<file path="src/rtl/fp_pkg.sv">
// Shared types and constants for the sequential binary32 adder.
// Also provides operand classification.
package fp_pkg;
   localparam int MANT_W    = 24;
   localparam int ALIGN_CAP = 26;
   localparam logic [7:0]  EXP_MAX = 8'hFF;
   localparam logic [31:0] QNAN    = 32'h7FC00000;

   typedef struct packed {
      logic        sign;
      logic [7:0]  exp;
      logic [22:0] frac;
   } fp32_t;

   typedef struct packed {
      logic is_inf;
      logic is_nan;
      logic is_zero;
   } fp_class_t;

   typedef enum logic [2:0] {
      IDLE, SPECIAL, ALIGN, ADD, NORM, DONE
   } seq_state_t;

   function automatic fp_class_t fp_classify(input fp32_t v);
      fp_class_t c;
      c.is_inf  = (v.exp == EXP_MAX) && (v.frac == '0);
      c.is_nan  = (v.exp == EXP_MAX) && (v.frac != '0);
      c.is_zero = (v.exp == '0);
      return c;
   endfunction
endpackage

</file>
<file path="src/rtl/fp_unpack.sv">
// Combinational split of an operand pair into sign/exponent/mantissa plus classification.
// Also computes the alignment distance. Subnormals are treated as zero.
module fp_unpack
   import fp_pkg::*;
(
   input  logic [31:0]       x_i,
   input  logic [31:0]       y_i,
   output logic              x_sign_o,
   output logic              y_sign_o,
   output logic [7:0]        x_exp_o,
   output logic [7:0]        y_exp_o,
   output logic [MANT_W-1:0] x_mant_o,
   output logic [MANT_W-1:0] y_mant_o,
   output logic              x_inf_o,
   output logic              y_inf_o,
   output logic              any_nan_o,
   output logic              any_special_o,
   output logic              x_greater_o,
   output logic [7:0]        exp_shift_o
);
   fp32_t     x, y;
   fp_class_t xc, yc;

   assign x  = fp32_t'(x_i);
   assign y  = fp32_t'(y_i);
   assign xc = fp_classify(x);
   assign yc = fp_classify(y);

   assign x_sign_o = x.sign;
   assign y_sign_o = y.sign;
   assign x_exp_o  = x.exp;
   assign y_exp_o  = y.exp;
   assign x_mant_o = xc.is_zero ? '0 : {1'b1, x.frac};
   assign y_mant_o = yc.is_zero ? '0 : {1'b1, y.frac};

   assign x_inf_o       = xc.is_inf;
   assign y_inf_o       = yc.is_inf;
   assign any_nan_o     = xc.is_nan | yc.is_nan;
   assign any_special_o = xc.is_nan | yc.is_nan | xc.is_inf | yc.is_inf;

   // X wins exponent ties
   assign x_greater_o = (x.exp >= y.exp);
   assign exp_shift_o = x_greater_o ? (x.exp - y.exp) : (y.exp - x.exp);
endmodule

</file>
<file path="src/rtl/fp_add_seq.sv">
// Multi-cycle binary32 adder: bit-serial alignment and normalization on one shift register.
// Define FPU_SUB_EN to add op_sub_i, which negates Y so the block computes X-Y.
//
// state   | meaning
// IDLE    | waiting for an operand pair
// SPECIAL | NaN/infinity result selection
// ALIGN   | smaller mantissa >>1 per cycle
// ADD     | signed mantissa add/subtract
// NORM    | one normalization shift per cycle
// DONE    | result held until accepted
module fp_add_seq
   import fp_pkg::*;
(
   input  logic        clk_i,
   input  logic        rst_i,
   input  logic [31:0] x_i,
   input  logic [31:0] y_i,
   input  logic        in_valid_i,
`ifdef FPU_SUB_EN
   input  logic        op_sub_i,
`endif
   output logic        in_ready_o,
   output logic [31:0] result_o,
   output logic        result_valid_o,
   input  logic        result_ready_i,
   output logic        invalid_o,
   output logic        overflow_o,
   output logic        underflow_o,
   output logic        busy_o
);
   localparam logic [7:0] CAP8 = 8'(ALIGN_CAP);

   seq_state_t        state_q;
   logic [31:0]       x_q, y_q, x_d, y_d, y_in;
   logic [MANT_W-1:0] ma_q;
   logic [MANT_W:0]   sh_q, sum_c, sh_n;
   logic [7:0]        exp_q, cnt_q, exp_n, cnt_init;
   logic              sa_q, sb_q, sign_c;
   logic [31:0]       result_q;
   logic              valid_q, inv_q, ovf_q, unf_q;
   logic              accept;

   logic              x_sign, y_sign, x_inf, y_inf, any_nan, any_special, x_gt;
   logic [7:0]        x_exp, y_exp, exp_shift;
   logic [MANT_W-1:0] x_mant, y_mant;

   assign accept = in_valid_i && (state_q == IDLE);

   // Unpack sees the incoming pair on accept and the held pair afterwards
   always_comb begin
      y_in = y_i;
`ifdef FPU_SUB_EN
      y_in[31] = y_i[31] ^ op_sub_i;
`endif
      x_d = x_q;
      y_d = y_q;
      if (accept) begin
         x_d = x_i;
         y_d = y_in;
      end
   end

   fp_unpack u_unpack (
      .x_i           (x_d),
      .y_i           (y_d),
      .x_sign_o      (x_sign),
      .y_sign_o      (y_sign),
      .x_exp_o       (x_exp),
      .y_exp_o       (y_exp),
      .x_mant_o      (x_mant),
      .y_mant_o      (y_mant),
      .x_inf_o       (x_inf),
      .y_inf_o       (y_inf),
      .any_nan_o     (any_nan),
      .any_special_o (any_special),
      .x_greater_o   (x_gt),
      .exp_shift_o   (exp_shift)
   );

   assign cnt_init = (exp_shift >= CAP8) ? CAP8 : exp_shift;

   always_comb begin
      sum_c  = '0;
      sign_c = sa_q;
      if (sa_q == sb_q) begin
         sum_c = {1'b0, ma_q} + sh_q;
      end else if ({1'b0, ma_q} >= sh_q) begin
         sum_c = {1'b0, ma_q} - sh_q;
      end else begin
         sum_c  = sh_q - {1'b0, ma_q};
         sign_c = sb_q;
      end
   end

   assign sh_n  = sh_q[MANT_W] ? (sh_q >> 1) : (sh_q << 1);
   assign exp_n = sh_q[MANT_W] ? (exp_q + 8'd1) : (exp_q - 8'd1);

   always_ff @(posedge clk_i) begin
      if (rst_i) begin
         state_q  <= IDLE;
         x_q      <= '0;
         y_q      <= '0;
         ma_q     <= '0;
         sh_q     <= '0;
         exp_q    <= '0;
         cnt_q    <= '0;
         sa_q     <= 1'b0;
         sb_q     <= 1'b0;
         result_q <= '0;
         valid_q  <= 1'b0;
         inv_q    <= 1'b0;
         ovf_q    <= 1'b0;
         unf_q    <= 1'b0;
      end else begin
         case (state_q)
            IDLE: if (accept) begin
               x_q <= x_d;
               y_q <= y_d;
               if (any_special) begin
                  state_q <= SPECIAL;
               end else begin
                  ma_q  <= x_gt ? x_mant : y_mant;
                  sh_q  <= {1'b0, (x_gt ? y_mant : x_mant)};
                  exp_q <= x_gt ? x_exp : y_exp;
                  sa_q  <= x_gt ? x_sign : y_sign;
                  sb_q  <= x_gt ? y_sign : x_sign;
                  cnt_q <= cnt_init;
                  state_q <= (cnt_init == 8'd0) ? ADD : ALIGN;
               end
            end
            SPECIAL: begin
               if (any_nan || (x_inf && y_inf && (x_sign != y_sign))) begin
                  result_q <= QNAN;
                  inv_q    <= 1'b1;
               end else begin
                  result_q <= x_inf ? x_q : y_q;
               end
               valid_q <= 1'b1;
               state_q <= DONE;
            end
            ALIGN: begin
               sh_q  <= sh_q >> 1;
               cnt_q <= cnt_q - 8'd1;
               if (cnt_q == 8'd1) state_q <= ADD;
            end
            ADD: begin
               sh_q <= sum_c;
               sa_q <= sign_c;
               if (sum_c == '0) begin
                  result_q <= '0;
                  valid_q  <= 1'b1;
                  state_q  <= DONE;
               end else if (sum_c[MANT_W] || !sum_c[MANT_W-1]) begin
                  state_q <= NORM;
               end else begin
                  result_q <= {sign_c, exp_q, sum_c[22:0]};
                  valid_q  <= 1'b1;
                  state_q  <= DONE;
               end
            end
            NORM: begin
               sh_q  <= sh_n;
               exp_q <= exp_n;
               if (exp_n == EXP_MAX) begin
                  result_q <= {sa_q, EXP_MAX, 23'd0};
                  ovf_q    <= 1'b1;
                  valid_q  <= 1'b1;
                  state_q  <= DONE;
               end else if (exp_n == 8'd0) begin
                  result_q <= {sa_q, 31'd0};
                  unf_q    <= 1'b1;
                  valid_q  <= 1'b1;
                  state_q  <= DONE;
               end else if (sh_n[MANT_W-1]) begin
                  result_q <= {sa_q, exp_n, sh_n[22:0]};
                  valid_q  <= 1'b1;
                  state_q  <= DONE;
               end
            end
            DONE: if (result_ready_i) begin
               valid_q <= 1'b0;
               inv_q   <= 1'b0;
               ovf_q   <= 1'b0;
               unf_q   <= 1'b0;
               state_q <= IDLE;
            end
            default: state_q <= IDLE;
         endcase
      end
   end

   assign in_ready_o     = (state_q == IDLE);
   assign busy_o         = (state_q != IDLE);
   assign result_o       = result_q;
   assign result_valid_o = valid_q;
   assign invalid_o      = inv_q;
   assign overflow_o     = ovf_q;
   assign underflow_o    = unf_q;
endmodule

</file>
<file path="config.mk">
export PLATFORM = sky130hd
export DESIGN_NAME = fp_add_seq
export DESIGN_NICKNAME = d
export VERILOG_FILES = /design/src/rtl/fp_pkg.sv /design/src/rtl/fp_unpack.sv /design/src/rtl/fp_add_seq.sv
export SDC_FILE = /design/constraint.sdc
export NUM_CORES = 1
export LEC_CHECK = 0
export CAP_MARGIN = 20
export CORE_ASPECT_RATIO = 0.5
export CORE_UTILIZATION = 55
export DETAILED_ROUTE_END_ITERATION = 10
export GPL_ROUTABILITY_DRIVEN = 0
export PLACE_DENSITY = 0.85
export SLEW_MARGIN = 5
export SYNTH_ARGS = -nofsm -noshare
export SYNTH_HDL_FRONTEND = slang
export SYNTH_SLANG_ARGS = --single-unit
</file>
<file path="constraint.sdc">
create_clock -name clk_i -period 4.2 [get_ports clk_i]
set_input_delay 0.42 -clock clk_i [delete_from_list [all_inputs] [get_ports clk_i]]
set_output_delay 0.42 -clock clk_i [all_outputs]
set_load 0.03 [all_outputs]
</file>
==> results.md, run 1 <==
- Result of the run: aborted with a tool error
- Failing step: global routing
- First error: [ERROR GRT-0116] Global routing finished with congestion. Check the congestion regions in the DRC Viewer.
- Clock sink count: 170
- Count of H-tree levels built during CTS: 4
- Most area-hungry cell type in the Yosys netlist: sky130_fd_sc_hd__dfxtp_1
- Starting density of the core: 0.571
- Library cell used as clock root buffer: sky130_fd_sc_hd__clkbuf_16
- Portion of the post-synthesis area used by sequential elements: 0.244
- Width of the die: 227 µm
- Area contributors post-synth: sky130_fd_sc_hd__dfxtp_1 24%, sky130_fd_sc_hd__mux2i_1 9.0%, sky130_fd_sc_hd__ha_1 8.4%
- Overall routing resource usage: 0.811
- Placement-stage worst setup slack: -822 ps
- Post-synthesis average cell area: 7.61 µm²
- Vertical die dimension: 115 µm
- Post-synth net total: 2000
- TritonCTS buffer count: 17
- Most used DFF post-synth: sky130_fd_sc_hd__dfxtp_1
- FFs w/ async S/R, synth: 0
- First-pass GRT wire length: 156000 µm
- Number of primary I/O pins: 106
- Number of distinct library cells after synthesis: 88
- Detail Placement HPWL: 48000 µm
- Synth warnings: 0
- Syn Inst Count: 1833
- Number of global-route vias before repair: 23.5k
- Placement Rows: 40
- Hold-fix buffers, CTS: 0
- Overflow after GRT: 99
- FF+latch count, synth: 170
- Count of flip-flops with a built-in enable after synthesis: 0
- Pin count of the biggest net entering global routing: 99
- Buffer depth of the longest clock path: 2
- Cell total after placement: 2602
- Area of the mapped netlist: 14000 µm²
- Area fraction of the dominant cell type after synthesis: 0.244
- Number of port buffers: 105
==> Yosys cell counts (all sizes together) (9+ instances only) <==
master	instances
nor3	39
a21oi	146
o21a	9
inv	101
o21ai	125
a21o	21
clkbuf	70
a31oi	30
mux2i	126
nand4	29
nand2b	11
xor2	14
nor2	223
nand2	160
a221o	9
and3	12
o21bai	15
o22ai	26
o211ai	21
a311oi	15
buf	52
o31ai	14
nor3b	11
xnor2	36
ha	94
o221ai	45
nor2b	18
dfxtp	170
nor4	20
a211oi	31
nand3	29
==> what timing repair did <==
item | 4_1_cts
pin swaps | 33
gates resized for setup | 132
endpoints found under the setup margin | 55
gates cloned | 4
setup buffers | 36
==> stage by stage <==
step                utilization  area [µm²]
floorplan                     -       14200
global placement          0.762       18600
detailed placement        0.762       18600
CTS                       0.827       20200
==> logic make-up after synthesis <==
family,count (synthesis),synth area share
and+or+nand+nor,585,0.195
AOI/OAI and AO/OA,575,0.277
buffers and inverters,224,0.0671
DFF,170,0.244
muxes,130,0.0936
adders and majority gates,99,0.0915
xor gates and xnor gates,50,0.0314
==> routing by layer <==
metal  GRT overflow  track usage
met1              2        0.804
met2             45        0.916
met3              5        0.738
met4             47        0.791
met5              0        0.560
==> run 2: changes to the inputs <==
--- a/config.mk
+++ b/config.mk
@@ -6,11 +6,10 @@
 export NUM_CORES = 1
 export LEC_CHECK = 0
 export CAP_MARGIN = 20
-export CORE_ASPECT_RATIO = 0.5
-export CORE_UTILIZATION = 55
+export CORE_UTILIZATION = 40
 export DETAILED_ROUTE_END_ITERATION = 10
 export GPL_ROUTABILITY_DRIVEN = 0
-export PLACE_DENSITY = 0.85
+export PLACE_DENSITY_LB_ADDON = 0.15
 export SLEW_MARGIN = 5
 export SYNTH_ARGS = -nofsm -noshare
 export SYNTH_HDL_FRONTEND = slang
==> constraint.sdc (replaced) <==
create_clock -name clk_i -period 5.5 [get_ports clk_i]
set_input_delay 0.55 -clock clk_i [delete_from_list [all_inputs] [get_ports clk_i]]
set_output_delay 0.55 -clock clk_i [all_outputs]
set_load 0.03 [all_outputs]
==> run 2 against run 1 <==
The flow now finishes without violations. Synthesized area is the same. Synthesized cell count is the same.
==> results.md, run 2 <==
- Result of the run: completed
- Top-count cell post-synth: sky130_fd_sc_hd__nor2_1
- WL final: 52700 µm
- Worst EP required: 5800 ps
- Least-Margin Pin Slew: 1120 ps
- Number of failing hold endpoints at the final stage: 0
- Largest stage delay, worst path: 560 ps
- Antenna cell count: 0
- Post-synthesis average cell area: 7.61 µm²
- TritonCTS buffer count: 17
- Library cell used as clock root buffer: sky130_fd_sc_hd__clkbuf_16
- Register-to-register setup slack: 180 ps
- Most used standard cells in the synthesized netlist: 223 x sky130_fd_sc_hd__nor2_1, 170 x sky130_fd_sc_hd__dfxtp_1, 160 x sky130_fd_sc_hd__nand2_1, 145 x sky130_fd_sc_hd__a21oi_1, 126 x sky130_fd_sc_hd__mux2i_1
- Hold-fix buffers, CTS: 0
- Overall routing resource usage: 0.292
- Normalized max-slew margin: 0.248
- Residual DRC count: 0
- Count of vias placed by the detailed router: 14.8k
- Pin count of the biggest net entering global routing: 107
- Worst Hold Class: reg -> reg
- Area of the mapped netlist: 14000 µm²
- Syn Inst Count: 1833
- Synth warnings: 0
- Destination of the worst hold path: invalid_o
- Max Transition Viols Final: 0
- Area fraction of the dominant cell type after synthesis: 0.244
- Count of flip-flops with a built-in enable after synthesis: 0
- Vertical die dimension: 189 µm
- End of the worst register-to-register path: result_o[11]
- FF+latch count, synth: 170
- Starting density of the core: 0.405
- Number of distinct library cells after synthesis: 88
- Most frequent standard cell in the layout excluding fill and tap cells: sky130_fd_sc_hd__nor2_1
- Timing-limited maximum frequency: 188 MHz
- First-pass GRT wire length: 80500 µm
- Most area-hungry cell type in the Yosys netlist: sky130_fd_sc_hd__dfxtp_1
- Area of the die: 35600 µm²
- Crit Path Class: reg -> reg
- Area contributors post-synth: sky130_fd_sc_hd__dfxtp_1 24%, sky130_fd_sc_hd__mux2i_1 9.0%, sky130_fd_sc_hd__ha_1 8.4%
- Start of the worst register-to-register path: ma_q[4]
- Library cell contributing the largest single delay on the critical path: sky130_fd_sc_hd__or4_1
- Placement Rows: 68
- Worst clock skew: 11.1 ps
- Detail Placement HPWL: 40900 µm
- Number of port buffers: 105
- Overflow after GRT: 0
- Max-Cap Viols: 0
- CTS clk-pin slew, worst paths: 70 ps
- Count of H-tree levels built during CTS: 4
- Post-detailed-route count of antenna-violating nets: 0
- Post-detailed-route via-to-cell ratio: 6.12
- Number of global-route vias before repair: 13.4k
- FFs w/ async S/R, synth: 0
- Count of endpoints failing setup in the final report: 0
- Cell-by-cell trace of the critical path: inv_1, ha_1, nand4_2, nor4_2, a32oi_2, o211a_1, a221oi_2, o32ai_2, xnor2_1, or4_1, nor4_1, or4b_4, a31oi_4, buf_12, mux2i_1, nor2_1
- TritonCTS clock tree: yes
- Final #Nets: 2112
- Critical Path Sink Type: register
- Most used DFF post-synth: sky130_fd_sc_hd__dfxtp_1
- Worst-Skew Late Latency: 440 ps
- Width of the die: 189 µm
- Buffer depth of the longest clock path: 2
- Tcrit/Tclk final: 0.967
- Portion of the post-synthesis area used by sequential elements: 0.244
- Count of TritonRoute iterations in the first routing pass: 6
- Area growth from synthesis to layout: 18.6%
- Hold_sp: invalid_o
- Share of final-layout standard cells stronger than drive strength 1: 0.102
- Antenna violations before repair: 2
- Critical path launch point type: register
- Crit path arrival time: 5620 ps
- Core outline area: 34500 µm²
- Clock sink count: 170
- RSZ-0062 raised after global routing: no
- Leading cell types in the layout, fill and taps excluded: 221 x sky130_fd_sc_hd__nor2_1, 169 x sky130_fd_sc_hd__dfxtp_1, 160 x sky130_fd_sc_hd__nand2_1, 143 x sky130_fd_sc_hd__a21oi_1, 126 x sky130_fd_sc_hd__mux2i_1
- Average routed wire per standard cell: 21.9 µm
- Final total negative setup slack: 0 ps
- Post-synth net total: 2000
- Final critical delay including setup and external delays: 5320 ps
- Starting DRC count in detailed routing: 1773
- Number of primary I/O pins: 106
- FF-to-FF path depth: 16
- Critical path fanouts, max: 30
- Number of cells traversed by the worst hold path: 2
[run 2: worst max-delay path by stage]
stage / cells past startpoint / startpoint / end / slack (ps)
3_5_place_dp: 16 / ma_q[22] / result_o[5] / 140
3_3_place_gp: 16 / ma_q[22] / result_o[5] / 210
6_report: 16 / ma_q[4] / result_o[11] / 180
4_1_cts: 16 / ma_q[22] / result_o[5] / 140
5_1_grt: 16 / ma_q[3] / result_o[11] / 2
2_1_floorplan: 18 / in_valid_i / cnt_q[0] / 1010
[run 2: routing by layer]
| metal | track usage | wire, µm | up-vias |
|---|---|---|---|
| met5 | 0 | 0 | - |
| met4 | 0.0797 | 1200 | 0 |
| met3 | 0.0667 | 5380 | 77 |
| met2 | 0.404 | 21100 | 758 |
| met1 | 0.444 | 25000 | 7013 |
| li1 | - | - | 6922 |
[run 2: cells by family after synthesis]
kind of cell	Yosys count	share of synthesized area
AND/OR/NAND/NOR	585	0.195
AO/OA/AOI/OAI	575	0.277
buffers and inverters	224	0.0671
flip-flops	170	0.244
multiplexers	130	0.0936
adder cells (fa/ha/maj)	99	0.0915
XOR/XNOR	50	0.0314
[run 2: final cells by class]
type                       count  area [µm²]
fill                        3426       17900
multi-input combinational   1439        9690
sequential                   170        3400
timing repair buffer         215        1920
tap                          455         569
clock buffer                  18         429
inverter                     102         383
clock inverter                13         146
[run 2: what timing repair did]
action / CTS / global route
buffers inserted: 0 / 3
resized for setup: 0 / 10
endpoints found under the setup margin: 0 / 24
[run 2: per-stage QoR]
stage	hold WS, ps	cells	util	setup slack [ps]	instance area, µm²
detailed placement	449	2378	0.462	144	15900
floorplan	459	1833	-	1010	14000
global route	497	2412	0.480	2.21	16500
finish	464	2412	0.480	180	16500
global placement	455	2376	0.461	210	15900
CTS	464	2409	0.478	141	16500
[run 2: critical path, delay by kind of cell (launching register included)]
kind | cells | cell delay, ps
and+or+nand+nor | 6 | 2100
buffers and inverters | 2 | 300
muxes | 1 | 210
DFF | 1 | 390
xor gates and xnor gates | 1 | 230
AOI/OAI and AO/OA | 5 | 1390
adders and majority gates | 1 | 500
Power of run 2 is left out: the tool's default activity adds up to more than one toggle a clock period on the data nets, which glitch-free logic cannot reach.
